## src/rtl/fifo_frame_drain.sv

```systemverilog
// Drains a show-ahead fifo into fixed-length frames: header, FRAME_LEN data words, XOR trailer.
// Starved frames are padded with zero words once the fifo has been empty for TIMEOUT cycles.
module fifo_frame_drain #(
  parameter int BUSW      = 32,
  parameter int FRAME_LEN = 8,
  parameter int TIMEOUT   = 16
) (
  input  logic            clk,
  input  logic            rst,
  input  logic            enable,
  input  logic [BUSW-1:0] fifo_dataout,
  input  logic            fifo_empty,
  output logic            fifo_pull,
  output logic [BUSW-1:0] out_data,
  output logic            out_valid,
  input  logic            out_ready,
  output logic            out_sof,
  output logic            out_eof,
  output logic [15:0]     frame_cnt
);

  typedef enum logic [2:0] {IDLE, HDR, DATA, PAD, CSUM} state_t;

  localparam int             TW   = (TIMEOUT > 1) ? $clog2(TIMEOUT) : 1;
  localparam logic [TW-1:0]  TMAX = TW'(TIMEOUT - 1);
  localparam logic [7:0]     LAST = 8'(FRAME_LEN - 1);

  state_t          state, state_n;
  logic [7:0]      seq, seq_n;
  logic [7:0]      wcnt, wcnt_n;
  logic [TW-1:0]   tcnt, tcnt_n;
  logic [BUSW-1:0] csum, csum_n;
  logic [BUSW-1:0] load_data;
  logic            load, load_sof, load_eof;
  logic            free;

  // The output register can take a new word when empty or being drained this cycle.
  assign free = !out_valid || out_ready;

  always_comb begin
    state_n   = state;
    seq_n     = seq;
    wcnt_n    = wcnt;
    tcnt_n    = tcnt;
    csum_n    = csum;
    load      = 1'b0;
    load_data = '0;
    load_sof  = 1'b0;
    load_eof  = 1'b0;
    fifo_pull = 1'b0;
    if (!rst) begin
      case (state)
        IDLE: begin
          wcnt_n = '0;
          csum_n = '0;
          tcnt_n = '0;
          if (enable && !fifo_empty) state_n = HDR;
        end
        HDR: begin
          if (free) begin
            load            = 1'b1;
            load_data[31:0] = {16'hA5C3, seq, 8'(FRAME_LEN)};
            load_sof        = 1'b1;
            state_n         = DATA;
          end
        end
        DATA: begin
          // Starvation only counts while the fifo is empty, never during sink backpressure.
          if (!fifo_empty) begin
            if (free) begin
              fifo_pull = 1'b1;
              load      = 1'b1;
              load_data = fifo_dataout;
              csum_n    = csum ^ fifo_dataout;
              wcnt_n    = wcnt + 8'd1;
              tcnt_n    = '0;
              if (wcnt == LAST) state_n = CSUM;
            end
          end else if (tcnt == TMAX) begin
            state_n = PAD;
          end else begin
            tcnt_n = tcnt + TW'(1);
          end
        end
        PAD: begin
          if (free) begin
            load   = 1'b1;
            wcnt_n = wcnt + 8'd1;
            if (wcnt == LAST) state_n = CSUM;
          end
        end
        CSUM: begin
          if (free) begin
            load      = 1'b1;
            load_data = csum;
            load_eof  = 1'b1;
            seq_n     = seq + 8'd1;
            state_n   = IDLE;
          end
        end
        default: state_n = IDLE;
      endcase
    end
  end

  always_ff @(posedge clk) begin
    if (rst) begin
      state     <= IDLE;
      seq       <= '0;
      wcnt      <= '0;
      tcnt      <= '0;
      csum      <= '0;
      out_data  <= '0;
      out_valid <= 1'b0;
      out_sof   <= 1'b0;
      out_eof   <= 1'b0;
      frame_cnt <= '0;
    end else begin
      state <= state_n;
      seq   <= seq_n;
      wcnt  <= wcnt_n;
      tcnt  <= tcnt_n;
      csum  <= csum_n;
      if (load) begin
        out_data  <= load_data;
        out_sof   <= load_sof;
        out_eof   <= load_eof;
        out_valid <= 1'b1;
      end else if (free) begin
        out_valid <= 1'b0;
        out_sof   <= 1'b0;
        out_eof   <= 1'b0;
      end
      if (out_valid && out_ready && out_eof) frame_cnt <= frame_cnt + 16'd1;
    end
  end

endmodule
```

## config.mk

```make
export PLATFORM = sky130hd
export DESIGN_NAME = fifo_frame_drain
export DESIGN_NICKNAME = d
export VERILOG_FILES = /design/src/rtl/fifo_frame_drain.sv
export SDC_FILE = /design/constraint.sdc
export NUM_CORES = 1
export LEC_CHECK = 0
export ABC_AREA = 1
export BUFFER_PORTS_ARGS = -buffer_cell sky130_fd_sc_hd__clkbuf_2
export CELL_PAD_IN_SITES_DETAIL_PLACEMENT = 0
export CELL_PAD_IN_SITES_GLOBAL_PLACEMENT = 2
export CORE_MARGIN = 3
export CORE_UTILIZATION = 30
export CTS_CLUSTER_DIAMETER = 120
export CTS_CLUSTER_SIZE = 28
export DETAILED_ROUTE_END_ITERATION = 16
export PLACE_DENSITY_LB_ADDON = 0.1
export SLEW_MARGIN = 20
export SYNTH_ARGS = -nofsm -noshare
export SYNTH_HDL_FRONTEND = slang
export SYNTH_SLANG_ARGS = --single-unit
export TNS_END_PERCENT = 1
```

## constraint.sdc

```tcl
create_clock -name clk -period 1.53 [get_ports clk]
set_input_delay 0.0765 -clock clk [delete_from_list [all_inputs] [get_ports clk]]
set_output_delay 0.0765 -clock clk [all_outputs]
set_load 0.1 [all_outputs]
```

==> flow_summary.yaml <==
yosys:
  synth_cells: 809
  netlist_area_sq_um: 5270
  synthDistinctLibCells: 29
  ys_seq_area_frac: 0.403
  synth_area_per_cell_sq_um: 6.51
  syn_nets: 850
  ys_ff_latch: 106
  yosys_warnings: 0
layout:
  syn2layout_area_growth_pct: 29.7
  multi_input_area_sq_um: 2760
  regArea_sq_um: 2160
  diodes: 0
  final_util: 0.405
  mostFrequentLayoutCells: "nand2_1, clkbuf_2, dfxtp_1"
  num-nets-final: 968
  drive_gt1_frac: 0.227
  fillerInstances: 1811
  postLayoutCellArea_sq_um: 6840
  layout_commonest_cell: "nand2_1"
clock_tree:
  h-tree-depth: 3
  clkSinkCount: 106
  cts_buffers: 9
  clkLatencyLatePin_ns: 0.35
  cts_root_buffer: "clkbuf_16"
  cts_tree: "done"
  path_clk_slew_ns: 0.07
  cts_max_path_buffers: 2
timing:
  fin_tns_setup_ns: -0.0149
  fmax_mhz: 648
  maxSlewViolCount: 0
  period_share: 1.01
  tightestPinTransition_ns: 0.570
  slew_headroom: 0.622
  finalSetupViolations: 2
  finalClockSkew_ns: 0.0101
  rsz0062_at_grt: "yes"
  min_period_ns: 1.54
  hold_viol: 0
  setup_slack_ns: -0.0139
floorplanning:
  dieWidth_um: 139
  initial_core_util: 0.312
  die_y_um: 139
  num_rows: 47
  io_pins: 89
  core_sq_um: 16900
  die_area_sq_um: 19200
global_route:
  grt_max_degree: 40
  grt-ovfl-total: 0
  grt_use_total: 0.165
  antenna_found_initial: 0
  grt_pass1_vias: 5109
  grt_pass1_wl_um: 26100
routing:
  wl_per_cell_um: 14.0
  drc: 0
  drt_iter0_drc: 274
  ant_nets: 0
  via_per_inst: 4.75
  dr.pass1.iters: 4
  drt-total-wl_um: 16100
  vias: 5467
run:
  drv_cap: 0
placement:
  port_buffers: 88
  place_area_sq_um: 6250
  dpl.hpwl_um: 11000
  gp_congestion: 0.800
pwr:
  vdd_ir_drop_max_mv: 0.511
  power_leakage_nw: 2.78
  power_density_nw_per_um2: 900
setup_path:
  crit_arrival_ns: 1.79
  critPathCaptureType: "flip-flop"
  critPathRequiredTime_ns: 1.77
  path_class: "flip-flop to flip-flop"
  startpoint_type: "flip-flop"
  critPathMaxFanout: 31
hold_path:
  hold_path_class: "input port to flip-flop"
run_status:
  status: "finished, violations left"
  violations: "negative setup slack"
critical path: stages (launching register included):
cell and delay [ns]:
dfxtp_4 0.37, buf_4 0.12, nand3_4 0.09, buf_4 0.16, o21ai_4 0.18, nand2_2 0.09
buf_12 0.17, nor3_1 0.17, nor2_1 0.07
cell usage after synthesis, drive strengths merged:
cell / number / area [sq um]
nand2: 250 / 941
dfxtp: 106 / 2120
inv: 88 / 333
nor2: 84 / 355
a21oi: 76 / 380
nand3: 65 / 343
o21ai: 43 / 226
nand4: 28 / 175
buf: 25 / 145
nor3: 21 / 105
clkbuf: 11 / 41.3
ha: 4 / 50.1
clkinv: 2 / 7.51
nor3b: 2 / 15.0
nand3b: 1 / 7.51
o21bai: 1 / 7.51
or2: 1 / 6.26
xor2: 1 / 8.76
registers in the layout, summed over array words and instances (netlist names):
signal	count
out_data	32
out_eof	1
state	3
seq	8
tcnt	4
frame_cnt	16
out_valid	1
csum	32
out_sof	1
wcnt	8
per-layer routing:
layer	share of wire	track usage	up-vias
met4	0.014	0.0473	0
met3	0.047	0.0338	15
met2	0.45	0.268	118
met1	0.49	0.224	2493
met5	0	0	-
li1	-	-	2841
cells by family (layout without fill, tap and decap cells):
family          Yosys count  count (layout)  share of synthesized area
xor+xnor                  1               1                    0.00166
buf+inv                 126             247                      0.100
compound gates          120             120                      0.117
fa+ha+maj                 4               4                    0.00950
simple gates            452             452                      0.370
flops                   106             106                      0.403
final timing paths:
path,cells after the start,startpoint,slack (ns),endpoint
worst max-delay path,8,state[1],-0.01,csum[19]
worst min-delay path,3,fifo_empty,0.02,tcnt[2]
worst max register to register,8,state[1],-0.01,csum[19]
worst min register to register,1,frame_cnt[7],0.46,frame_cnt[7]
timing repair:
item | in CTS | in global routing
resized for setup | 12 | 34
hold buffers | 13 | 0
endpoints found under the setup margin | 36 | 85
hold endpoints to repair | 13 | 0
pin swaps | 2 | 7
setup buffers | 3 | 0
where the power goes:
part	internal [mW]	switching (mW)	leakage [nW]	total [mW]
Combinational	0.345	0.638	1.78	0.983
Sequential	2.81	0.0414	0.868	2.85
Clock	1.24	1.08	0.139	2.31
Total	4.39	1.76	2.78	6.15
per-stage QoR:
stage / hold slack (ns) / setup slack, ns / std cells / power [mW]
after floorplan: 0.237 / -0.121 / 809 / 3.49
after global placement: 0.352 / -0.0749 / 1120 / 3.83
after detailed placement: 0.366 / -0.100 / 1120 / 3.85
after CTS: 0.00479 / -0.0218 / 1150 / 6.26
after global routing: 0.0102 / -0.108 / 1150 / 6.47
final: 0.0192 / -0.0139 / 1150 / 6.15
area by class of cell:
type,instances,share of cell area
multi-input cells,577,0.403
flip-flops and latches,106,0.316
repair buffers,143,0.149
inverters,90,0.0501
well taps,220,0.0403
clock buffers,11,0.0386
clock inverters,3,0.00311
Power figures use the tool's default switching activity.
